$ cat config.mk
export PLATFORM = sky130hd
export DESIGN_NAME = perf_counter_unit
export DESIGN_NICKNAME = d
export VERILOG_FILES = /design/src/rtl/radiance_perf_pkg.sv /design/src/rtl/perf_counter_unit_popcount.sv /design/src/rtl/perf_counter_unit.sv
export SDC_FILE = /design/constraint.sdc
export NUM_CORES = 1
export LEC_CHECK = 0
export ABC_AREA = 1
export CORE_MARGIN = 2
export CORE_UTILIZATION = 51
export CTS_CLUSTER_SIZE = 20
export DETAILED_ROUTE_END_ITERATION = 16
export GPL_TIMING_DRIVEN = 0
export PLACE_DENSITY = 0.75
export SLEW_MARGIN = 20
export SYNTH_ARGS = -nofsm -noshare
export SYNTH_HDL_FRONTEND = slang
export SYNTH_SLANG_ARGS = --single-unit
$ cat constraint.sdc
create_clock -name clock -period 4.1 [get_ports clock]
set_input_delay 0.41 -clock clock [delete_from_list [all_inputs] [get_ports clock]]
set_output_delay 0.41 -clock clock [all_outputs]
set_load 0.05 [all_outputs]
$ cat src/rtl/radiance_perf_pkg.sv
// Shared types and helpers for the backend performance-counter unit.
// Holds the FSM state enum, the default counter width and a saturating adder.
package radiance_perf_pkg;

  typedef enum logic [1:0] {
    IDLE  = 2'd0,
    RUN   = 2'd1,
    DRAIN = 2'd2,
    DONE  = 2'd3
  } perf_state_e;

  localparam int DEFAULT_COUNTER_WIDTH = 64;
  localparam int SAT_MAX_WIDTH         = 64;

  // Saturating add clipped to the low 'width' bits (width in 1..64).
  function automatic logic [63:0] sat_add(input logic [63:0] a,
                                          input logic [63:0] b,
                                          input int          width);
    logic [64:0] sum;
    logic [64:0] limit;
    sum = {1'b0, a} + {1'b0, b};
    if (width >= SAT_MAX_WIDTH) begin
      limit = {1'b0, {64{1'b1}}};
    end else begin
      limit = (65'd1 << width) - 65'd1;
    end
    if (sum > limit) begin
      return limit[63:0];
    end
    return sum[63:0];
  endfunction

endpackage

$ cat src/rtl/perf_counter_unit_popcount.sv
// Combinational popcount of the per-lane retire strobes.
// Output width is just wide enough to hold NUM_LANES.
module perf_popcount #(
  parameter  int NUM_LANES = 4,
  localparam int CNT_W     = $clog2(NUM_LANES + 1)
) (
  input  logic [NUM_LANES-1:0] lanes,
  output logic [CNT_W-1:0]     count
);

  always_comb begin
    count = '0;
    for (int i = 0; i < NUM_LANES; i++) begin
      count = count + CNT_W'(lanes[i]);
    end
  end

endmodule

$ cat src/rtl/perf_counter_unit.sv
// Backend performance counters: retired instructions and active cycles,
// gated by a launch/drain FSM that raises a sticky finished flag.
module perf_counter_unit
  import radiance_perf_pkg::*;
#(
  parameter int COUNTER_WIDTH = DEFAULT_COUNTER_WIDTH,
  parameter int NUM_LANES     = 4,
  parameter int QUIET_CYCLES  = 16
) (
  input  logic                     clock,
  input  logic                     reset,
  input  logic                     start,
  input  logic [NUM_LANES-1:0]     retire_valid,
  input  logic                     warps_active,
  input  logic                     pipe_busy,
  output logic [COUNTER_WIDTH-1:0] perf_backend_execute_instRetired,
  output logic [COUNTER_WIDTH-1:0] perf_backend_execute_cycle,
  output logic                     finished,
  output logic                     running
);

  localparam int POP_W   = $clog2(NUM_LANES + 1);
  localparam int QUIET_W = (QUIET_CYCLES > 1) ? $clog2(QUIET_CYCLES) : 1;
  localparam logic [QUIET_W-1:0] QUIET_LAST = QUIET_W'(QUIET_CYCLES - 1);

  perf_state_e              state;
  logic [QUIET_W-1:0]       quiet;
  logic [POP_W-1:0]         retire_count;
  logic [COUNTER_WIDTH-1:0] inst_next;
  logic [COUNTER_WIDTH-1:0] cycle_next;
  logic                     counting;

  perf_popcount #(
    .NUM_LANES(NUM_LANES)
  ) u_popcount (
    .lanes(retire_valid),
    .count(retire_count)
  );

  // Saturating next values; only committed while the core is executing.
  always_comb begin
    counting   = (state == RUN) || (state == DRAIN);
    inst_next  = COUNTER_WIDTH'(sat_add(64'(perf_backend_execute_instRetired),
                                        64'(retire_count), COUNTER_WIDTH));
    cycle_next = COUNTER_WIDTH'(sat_add(64'(perf_backend_execute_cycle),
                                        64'd1, COUNTER_WIDTH));
  end

  // FSM plus counter registers; the quiet counter only advances on idle DRAIN cycles.
  always_ff @(posedge clock) begin
    if (reset) begin
      state                            <= IDLE;
      quiet                            <= '0;
      perf_backend_execute_instRetired <= '0;
      perf_backend_execute_cycle       <= '0;
      finished                         <= 1'b0;
      running                          <= 1'b0;
    end else begin
      if (counting) begin
        perf_backend_execute_instRetired <= inst_next;
        perf_backend_execute_cycle       <= cycle_next;
      end
      case (state)
        IDLE: begin
          if (start) begin
            state   <= RUN;
            running <= 1'b1;
          end
        end
        RUN: begin
          if (!warps_active) begin
            state <= DRAIN;
            quiet <= '0;
          end
        end
        DRAIN: begin
          if (warps_active) begin
            state <= RUN;
            quiet <= '0;
          end else if (pipe_busy) begin
            quiet <= '0;
          end else if (quiet == QUIET_LAST) begin
            state    <= DONE;
            quiet    <= '0;
            finished <= 1'b1;
            running  <= 1'b0;
          end else begin
            quiet <= quiet + 1'b1;
          end
        end
        DONE: begin
          state <= DONE;
        end
        default: begin
          state <= IDLE;
        end
      endcase
    end
  end

endmodule

Word level (Yosys, flattened, before mapping)
Cells that the tools add are included.
Widths: inputs -> output; s select.
{ "word_totals": {"in_bits": 9, "out_inout_bits": 130, "word_cells": 57, "reg_bits": 136} }
{ "op_classes": {"n_mux": 22, "n_reduce_logical": 8, "bitwise": 2, "eq_ne": 11, "n_lt_le_gt_ge": 2, "n_addsub": 6} }
{ "op_table": {"columns": ["cell", "count"], "rows": [
  ["$mux 64", 4],
  ["$gt 65x64->1 const B", 2],
  ["$add 64x1->65 const B", 1],
  ["$add 64x3->65", 1],
  ["$mux 4", 4],
  ["$mux 2", 5],
  ["$ne 2x2->1 const B", 4],
  ["$pmux 2 s4", 1],
  ["$pmux 4 s2", 1],
  ["$reduce_and 4->1", 2],
  ["$add 3x1->3", 2],
  ["$mux 1", 6],
  ["$reduce_and 5->1", 1],
  ["$add 4x1->4 const B", 1],
  ["$eq 2x2->1 const B", 2],
  ["$eq 4x4->1 const B", 1],
  ["$reduce_bool 2->1", 2],
  ["$ne 3x2->1 const B", 1],
  ["$ne 3x3->1 const B", 1],
  ["$add 1x1->2", 1],
  ["$eq 2x1->1 const B", 1],
  ["$logic_not 2->1", 1],
  ["$ne 2x1->1 const B", 1],
  ["$not 1->1", 2],
  ["other kinds (3)", 3]
]} }

Depth between registers and ports, before layout
Gate-level depths: netlist (run 1).
{ "logic_depth": {"depth_word": 7, "mapped_depth": 20, "ltp_nobuf": 18} }

Cells and area by module
Synthesis (run 1) repeated with hierarchy kept, for this count alone.
{ "hier_totals": {"cells_unflattened": 1750, "area_unflattened_um2": 10477.5} }
{ "by_module_without_submodules": {"columns": ["mod", "seq_area_each_um2", "area_each_um2", "instances", "cells_per_inst"], "rows": [
  ["perf_counter_unit", 2722.6, 10413.7, 1, 1742],
  ["perf_popcount", 0.0, 63.8, 1, 8]
]} }

Worst setup path after synthesis (run 1)
No wires, ideal clock.
{ "synth_timing": {"kind": "input -> register", "from": "input retire_valid[0]", "to": "register perf_backend_execute_instRetired[48]", "t_required_ps": 4005, "path_buffers": 2, "path_stages": 16, "setup_time_ps": 95, "path_slack_ps": 789, "arrival_ps": 3216, "path_cell_list": "ha_1 inv_1 fa_1 inv_1 ha_1 fa_1 nand2_1 a21oi_1 nand4_1 nor3_1 nand2_1 nor2_1 a21oi_1 buf_2 buf_1 a221oi_1"} }
{ "synth_via": {"elab_chain_cells": 7} }
{ "synth_rtl": {"columns": ["item", "line", "text"], "rows": [
  ["start: declaration", "perf_counter_unit.sv:13", "input logic [NUM_LANES-1:0] retire_valid,"],
  ["$add 1x1->2 (*)", "perf_counter_unit_popcount.sv:14", "count = count + CNT_W'(lanes[i]);"],
  ["$add 3x1->3 (*) (2 in a row)", "perf_counter_unit_popcount.sv:14", null],
  ["$add 64x3->65 (*)", "radiance_perf_pkg.sv:21", "sum = {1'b0, a} + {1'b0, b};"],
  ["$gt 65x64->1", "radiance_perf_pkg.sv:27", "if (sum > limit) begin"],
  ["$mux 1", "radiance_perf_pkg.sv:27", null],
  ["$mux 64 (*)", "radiance_perf_pkg.sv:30", "return sum[63:0];"],
  ["end signal: assignment", "perf_counter_unit.sv:60", "perf_backend_execute_instRetired <= inst_next;"],
  ["end: declaration", "perf_counter_unit.sv:16", "output logic [COUNTER_WIDTH-1:0] perf_backend_execute_instRetired,"]
]} }
Mark *: on every way between the ends. The rest lies on a longest branch, timed or not.
A chain may end at the register's enable or synchronous reset.

Final worst setup path (run 1)
{ "layout_timing": {"from": "input retire_valid[0]", "to": "register perf_backend_execute_instRetired[37]"} }
The elaborated chain is that of the path after synthesis.

==> results.md, run 1 <==
Timing:
- Static timing analysis puts the maximum clock frequency at 0.259 GHz.
- The clock period minus worst slack is 3.87 ns.
- Of the available clock period, the critical path in the final layout requires 94.3%.
- Setup repair after global routing left no endpoint under its margin.
- The count of final setup violators is 0.
- The number of endpoints with negative hold slack in the final report was 0.
- The summed negative setup slack over all endpoints is 0 ns.
- The clock arrives with ~0.015 ns of skew.
- The total count of max-transition violations in the final report is 0.
- Measured against its own limit, the worst slew margin works out to between 30% and 40%.
- Hold timing on the final database bottoms out at a slack of 0.463 ns.
- For the pin with the worst max-slew slack, the measured transition is approximately 0.94 ns.

Yosys:
- The commonest cells after synthesis are 416 x sky130_fd_sc_hd__nand2_1, 261 x sky130_fd_sc_hd__nor2_1, 253 x sky130_fd_sc_hd__inv_1.
- The number of flops mapped to enable cells by yosys is 0.
- By area the synthesized netlist is led by sky130_fd_sc_hd__dfxtp_1 28%, sky130_fd_sc_hd__nand2_1 16%, sky130_fd_sc_hd__nor2_1 9.9%, sky130_fd_sc_hd__inv_1 9.6%, sky130_fd_sc_hd__nand3_1 7.3%.
- In this run, synthesis produced a sequential element count of 136.
- The average footprint of a synthesized cell is between 5 and 6 sq um.
- By instance count, the leading cell after synthesis is sky130_fd_sc_hd__nand2_1.
- Yosys printed 0 warnings.
- The cell area after technology mapping is 0.00990 sq mm.
- Synthesis produced a netlist whose cell count is 1679.
- The net count after synthesis is 1703.
- sky130_fd_sc_hd__dfxtp_1 takes more of the synthesized area than any other cell.
- In this run, distinct cell masters in the synthesized netlist total 32.
- After synthesis, the share of flip-flops with an asynchronous set or reset is 0%.
- The dominant register cell in the synthesized netlist is sky130_fd_sc_hd__dfxtp_1.
- For this run, the register share of the synthesized area comes to around 28%.
- The area share of the largest cell type after synthesis is roughly 28%.

Worst setup path:
- Along the worst path, the maximum fanout reaches 10.
- The type of destination of the critical path is a flip-flop.
- The worst setup path is of the primary input to flip-flop kind.
- STA puts the critical path data arrival time at 4.20 ns.
- The family of cells with the greatest summed delay on the critical path is adder cells.
- For this design, the slowest cell found on the critical path is sky130_fd_sc_hd__fa_1.
- Traced cell by cell, the critical path runs through clkdlybuf4s50_1 > ha_1 > inv_1 > fa_1 > inv_1 > ha_1 > fa_1 > nand2_1 > a21oi_2 > nand4_1 > nor3_2 > nand2_1 > nor2_1 > a21oi_1 > buf_2 > buf_1 > nand2_1 > o211ai_1 > inv_1.
- Counting both buffers and inverters, the worst setup path holds a total of 6.
- The required time at the endpoint of the critical path is 4.43 ns.
- In this design, the stage delay of the slowest critical-path cell is 0.49 ns.
- The worst setup path is launched from a primary input.

Floorplan:
- The row count is 50.
- The floorplan step set the die height to 143 microns.
- The die covers slightly above 0.02 sq mm.
- The initial standard-cell utilization of the core is around 52%.
- The core region is 0.0189 sq mm.
- For this design the top-level I/O count stands at 139.
- Measured along the x axis, the die boundary spans 143 microns.

Power and ir drop:
- The largest voltage drop on the vdd net is 0.537 mV.
- Sequential cells burn 26.8% of the power.
- The cell-internal power is 0.00484 W.
- Summed over all nets, the switching power comes to 0.00601 W.
- The fraction of power consumed by the clock network is between 10 and 15%.
- The combinational share of power is 58.7%.
- The power density of the placed cells is 889 mW/mm^2.
- Summing internal, switching and leakage power gives approximately 0.011 W.
- Summed over all cells, the static leakage comes to 4.95 nW.
- In this run switching power makes up 55.4% of total power.

Detailed routing:
- The number of search-and-repair iterations in the first detailed-routing pass is 6.
- The via count of the routed design is 12163.
- The per-cell routed wire length is 18.7 microns.
- Detailed routing placed a total of 4.83 mm of wire on met3.
- The number of DRC markers after the initial detailed-route iteration is 1471.
- The detailed-route DRC error count is 0.
- The met1 layer wirelength in the final routing is 16.8 mm.
- The highest layer used for signal routing is met4.
- The wire length after detailed routing is a little under 40 mm.
- The via-per-instance ratio is a little under 6.
- The count of nets left with antenna violations once routing finished came out at 0.
- The amount of wire on met2 after detailed routing is roughly 17 mm.

Placed design:
- Port buffering added 138 buffers.
- The global placement routability congestion is 1.05.
- After legalization and detailed placement, the total HPWL measured between 30 and 40 mm.
- The cell area reported after detailed placement is approximately 0.012 sq mm.
- The number of placed instances with taps included is roughly 2100.

Global routing:
- The via count of the first global-routing pass was around 11000.
- The number of antenna violations at the first check in global routing came to 0.
- The first global-routing pass estimated a little over 60 mm of wire.
- For this run, the total global-route usage over all layers was measured as 38.3%.
- The aggregate global routing overflow is 0.
- Entering global routing, the biggest net connects 17 pins.

Clock network:
- In this run the clock root is driven by a sky130_fd_sc_hd__clkbuf_16.
- For this design, the sink count on the clock tree is ~140.
- Clock-pin slew was measured on the worst setup and hold paths at around 0.06 ns.
- In this run, post-CTS hold repair placed 0 buffers.
- The CTS buffer count is 17.
- The H-tree was split into 4 levels.
- TritonCTS built the clock tree.
- For the worst-skew pair, the clock arrives at the later sink with an insertion delay of 0.44 ns.
- The buffer levels on the longest clock path is 2.

Worst hold path:
- The worst hold-check path type is flip-flop to flip-flop.

Status:
- The run finished with clean final reports.

Final layout:
- The net count of the finished layout is around 1900.
- The final instance area is 0.0122 sq mm.
- Compared with the post-synthesis result, the final layout area differs by 23.3%.
- The final cell count without fillers is around 2100.
- The number of inserted diodes is 0.
- Of the cells placed in the final design, the portion with a size suffix greater than 1 is 3.68%.

Job:
- Across the run, the number of max-cap violations was 0.
repair_timing:
action | 4_1_cts | 5_1_grt
setup endpoints to repair | 0 | 50
setup buffers | 0 | 2
gates resized for setup | 0 | 4
kinds of logic (layout without fill, tap and decap cells):
group | count (synthesis) | count (layout) | share of synthesized area [%]
AO/OA/AOI/OAI | 203 | 203 | 11.7
XOR/XNOR | 71 | 71 | 6.28
adder cells (fa/ha/maj) | 15 | 15 | 2.05
buffers and inverters | 311 | 482 | 11.9
flip-flops | 136 | 136 | 27.5
AND/OR/NAND/NOR | 943 | 943 | 40.6
power groups by stage:
stage	clock network [W]	registers [W]	logic, W
floorplan	0	0.00463	0.00235
global placement	0	0.00288	0.00616
detailed placement	0	0.00288	0.00624
CTS	0.00156	0.00287	0.00629
global route	0.00162	0.00297	0.00680
finish	0.00157	0.00291	0.00637
sequential cells by signal, summed over array words and instances, names as in the netlist:
name / cells
running: 1
finished: 1
state: 2
perf_backend_execute_cycle: 64
perf_backend_execute_instRetired: 64
quiet: 4
per-layer routing:
layer	vias up	global-route usage, %
li1	5705	-
met4	0	12.1
met1	5572	54.6
met3	103	8.73
met2	783	57.3
met5	-	0
final timing paths:
kind | slack [ns] | cells past startpoint | from | end
setup reg to reg | 0.52 | 19 | perf_backend_execute_cycle[0]$_SDFFE_PP0P_ | perf_backend_execute_cycle[59]$_SDFFE_PP0P_
setup / recovery | 0.23 | 19 | retire_valid[0] | perf_backend_execute_instRetired[37]$_SDFFE_PP0P_
hold reg to reg | 0.46 | 2 | finished$_SDFFE_PP0P_ | finished$_SDFFE_PP0P_
hold / removal | 0.46 | 2 | finished$_SDFFE_PP0P_ | finished$_SDFFE_PP0P_
cell type report:
type	instances	area, sq um
fillers	1845	6690
inverters	256	961
clock buffers	17	425
plain buffers	55	220
multi-input cells	1232	6010
well taps	260	325
clock inverters	14	150
repair buffers	140	1400
flip-flops and latches	136	2720
worst min-delay path: stages (launching register included):
cell and delay (ns):
sky130_fd_sc_hd__dfxtp_1 0.31, sky130_fd_sc_hd__nand2_1 0.06, sky130_fd_sc_hd__a21oi_1 0.05
per-stage QoR:
| stage | worst slack [ns] | util, % |
|---|---|---|
| CTS | 0.0187 | 64.5 |
| global route | 0.0666 | 64.6 |
| global placement | -0.325 | 61.4 |
| detailed placement | -0.414 | 61.4 |
| floorplan | 0.789 | - |
| finish | 0.233 | 64.6 |
placed cells by master (no fill, tap or decap), types with 10 or more instances in the layout:
cell type                         instances
sky130_fd_sc_hd__a21oi_1                119
sky130_fd_sc_hd__a221oi_1                22
sky130_fd_sc_hd__clkbuf_1                41
sky130_fd_sc_hd__clkbuf_16               17
sky130_fd_sc_hd__clkdlybuf4s50_1        138
sky130_fd_sc_hd__dfxtp_1                136
sky130_fd_sc_hd__ha_1                    13
sky130_fd_sc_hd__inv_1                  253
sky130_fd_sc_hd__nand2_1                416
sky130_fd_sc_hd__nand3_1                144
sky130_fd_sc_hd__nand4_1                 49
sky130_fd_sc_hd__nor2_1                 261
sky130_fd_sc_hd__nor3_1                  40
sky130_fd_sc_hd__nor4_1                  10
sky130_fd_sc_hd__o21ai_0                 44
sky130_fd_sc_hd__xnor2_1                 13
sky130_fd_sc_hd__xor2_1                  58
Power figures use the tool's default switching activity.
==> run 2: changes to the inputs <==
Settings changed: CORE_UTILIZATION 51 to 40, PLACE_DENSITY 0.75 to unset.
==> results.md, run 2 (synthesis results as in run 1) <==
Status:
- The run finished with clean final reports.

Detailed routing:
- The via count of the routed design is 11730.
- The pre-antenna-repair detailed-routing pass consisted of 6 iterations.
- After detailed routing, the number of vias per cell comes to 5.40.
- Dividing the detail-routed wire length by the instance count gives between 15 and 20 microns.
- The antenna violation net count after detailed routing is 0.
- The detailed router finished its first iteration with 994 violations.
- The detailed-route DRC error count is 0.
- The wire length after detailed routing is 41.2 mm.

Worst setup path:
- The count of cells along the worst register-to-register path is 19.
- The required time at the endpoint of the critical path is 4.44 ns.
- Walking the worst path, the cells encountered are clkdlybuf4s50_1 > ha_1 > inv_1 > fa_1 > inv_1 > ha_1 > fa_1 > nand2_1 > a21oi_2 > nand4_1 > nor3_2 > nand2_1 > nor2_1 > a21oi_1 > buf_2 > clkbuf_2 > a221oi_1.
- The destination of the worst register-to-register timing path is perf_backend_execute_cycle[57]$_SDFFE_PP0P_.
- The worst setup path is launched from a primary input.
- The kind of critical path is primary input to flip-flop.
- The worst register-to-register path has a setup slack of 0.33 ns.
- The maximum net fanout on the critical path is 10.
- The worst register-to-register path begins at perf_backend_execute_cycle[0]$_SDFFE_PP0P_.
- The type of destination of the critical path is a flip-flop.
- The peak per-stage delay on the critical path is 0.41 ns.
- The standard cell with the maximum stage delay on the critical path is sky130_fd_sc_hd__fa_1.
- The arrival time at the worst endpoint is 4.23 ns.

Clock network:
- The tree is rooted in a sky130_fd_sc_hd__clkbuf_16.
- The number of hold buffers added after CTS was 0.
- The longest clock path from root to sink contains 2 buffers.
- The TritonCTS clock tree is yes.
- The number of sinks driven by the clock tree is 136.
- The clock-pin slew on the worst setup and hold paths is approximately 0.070 ns.
- The H-tree was split into 4 levels.
- Clock tree synthesis inserted a total of 17 buffers.
- Clock latency on the worst-skew pair, taken at its later pin, is around 0.44 ns.

Floorplan:
- The initial standard-cell utilization of the core is 40.7%.
- The die area is approximately 0.026 sq mm.
- 139 I/O pins were placed.
- The floorplan step defined a core boundary enclosing 0.0243 sq mm.
- The row count is 57.
- The die outline width is around 160 microns.
- The vertical extent of the die is between 150 and 200 microns.

Power and ir drop:
- The internal power of the cells totals between 0.004 and 0.005 W.
- The share of total power dissipated in combinational logic is roughly 58%.
- The proportion of total power due to net switching is a little under three fifths.
- Of the total power, the clock network draws 14.9%.
- Of the total power, registers draw 26.8%.
- IR analysis of the VDD net gives a maximum drop of approximately 0.5 mV.
- The power density of the placed cells is 887 mW/mm^2.
- The switching power is 0.00605 W.
- The static leakage is slightly below 5 nW.

Worst hold path:
- The critical hold path startpoint is finished$_SDFFE_PP0P_.
- The worst hold-check path type is flip-flop to flip-flop.
- Along the worst hold path, the cell count comes to 2.
- For hold timing, the worst endpoint is finished$_SDFFE_PP0P_.

Global routing:
- The total track usage is a little under a third.
- Entering global routing, the biggest net connects 17 pins.
- The number of antenna violations at the first check in global routing was 0.
- The wire length of the first global-routing pass is 63.1 mm.
- The via count of the first global-routing pass is 10821.
- The total overflow left after global routing is 0.

Placed design:
- Once placement completed, the tool counted placed cells totaling 2141.
- The cell area reported after detailed placement is 0.0117 sq mm.
- The count of input and output buffers is between 100 and 150.
- The global placement routability congestion is 0.964.
- The final HPWL from detailed placement is 32.7 mm.

Final layout:
- The largest registers in the layout are perf_backend_execute_cycle: 64 flops, perf_backend_execute_instRetired: 64 flops, quiet: 4 flops.
- The multi-input combinational cells in the finished layout cover a total of 0.00601 sq mm.
- Across the whole layout, storage elements account for 0.00272 sq mm.
- The share of final-layout standard cells stronger than drive strength 1 is about 3.6%.
- Once layout is complete, the cells apart from fillers number 2173.
- The area growth from synthesis to layout is 24.2%.
- Once layout is done, the placed cells without fillers occupy 0.0123 sq mm.
- The count of nets after finishing is 1860.
- The number of antenna diodes in the final layout is 0.
- Counting the fill cells in the layout gives 2639.
- Leaving out fill and tap cells, the most frequent cells in the layout are 416 x sky130_fd_sc_hd__nand2_1, 261 x sky130_fd_sc_hd__nor2_1, 253 x sky130_fd_sc_hd__inv_1.
- Leaving out fill and tap cells, the most frequent cell in the layout is sky130_fd_sc_hd__nand2_1.

Timing:
- For the pin with the worst max-slew slack, the measured transition is 0.910 ns.
- The final worst hold slack is 0.476 ns.
- After layout, the minimum clock period comes to 3.89 ns.
- Setup repair after global routing could not meet its margin everywhere.
- Clock skew on the completed layout was measured at 0.0114 ns.
- The relative slew slack is 38.7%.
- The count of final setup violators is 0.
- The number of endpoints with negative hold slack in the final report was 0.
- The top achievable clock speed is 0.257 GHz.
- The total count of max-transition violations in the final report is 0.
- Of the available clock period, the critical path in the final layout requires 94.9%.

Job:
- The tool flagged a number of max-cap violations equal to 0.
## run 2: repair_timing
action / in CTS / in global routing
setup buffers: 0 / 0
setup endpoints to repair: 8 / 40
resized for setup: 1 / 4
pin swaps: 0 / 1
hold endpoints to repair: 0 / 0
## run 2: final cells by class
class | instances | share of cell area [%]
tap | 324 | 3.30
timing repair buffer | 138 | 11.2
sequential | 136 | 22.2
buffer | 55 | 1.80
clock inverter | 14 | 1.33
clock buffer | 18 | 3.49
inverter | 256 | 7.82
multi-input combinational | 1232 | 48.9
## run 2: worst max path at each step
stage / cells past startpoint / from / end / slack, ns
floorplan: 16 / retire_valid[0] / perf_backend_execute_instRetired[48]$_SDFFE_PP0P_ / 0.79
global placement: 17 / retire_valid[0] / perf_backend_execute_instRetired[60]$_SDFFE_PP0P_ / -0.54
detailed placement: 17 / retire_valid[0] / perf_backend_execute_instRetired[60]$_SDFFE_PP0P_ / -0.52
CTS: 17 / retire_valid[0] / perf_backend_execute_instRetired[60]$_SDFFE_PP0P_ / 0.04
global route: 17 / retire_valid[0] / perf_backend_execute_instRetired[60]$_SDFFE_PP0P_ / -0.003
finish: 17 / retire_valid[0] / perf_backend_execute_instRetired[60]$_SDFFE_PP0P_ / 0.21
## run 2: power by group through the flow
| stage | Sequential [W] | Clock (W) | Combinational (W) |
|---|---|---|---|
| after detailed placement | 0.00293 | 0 | 0.00630 |
| after global placement | 0.00293 | 0 | 0.00627 |
| after global routing | 0.00302 | 0.00170 | 0.00685 |
| final | 0.00293 | 0.00163 | 0.00635 |
| after floorplan | 0.00463 | 0 | 0.00235 |
| after CTS | 0.00291 | 0.00164 | 0.00632 |
## run 2: worst max-delay path: cells and delay by family
family | cells | cell delay (ns)
AO/OA/AOI/OAI | 3 | 0.67
adder cells (fa/ha/maj) | 4 | 1.10
buffers and inverters | 5 | 1.07
AND/OR/NAND/NOR | 5 | 0.97
## run 2: routing by layer
metal / share of wire [%] / global-route usage (%) / vias up
li1: - / - / 5714
met1: 46 / 45.4 / 5464
met2: 43 / 47.7 / 490
met3: 8.8 / 7.34 / 62
met4: 2.3 / 9.17 / 0
met5: 0 / 0 / -
## run 2: stage by stage
stage,TNS (ns),total power (W),utilization (%),worst slack [ns]
final,0,0.0109,50.5,0.210
after global routing,-0.00269,0.0116,50.5,-0.00269
after CTS,0,0.0109,50.5,0.0403
after detailed placement,-18.76,0.00923,48.0,-0.518
after global placement,-20.42,0.00919,48.0,-0.537
after floorplan,0,0.00698,-,0.789
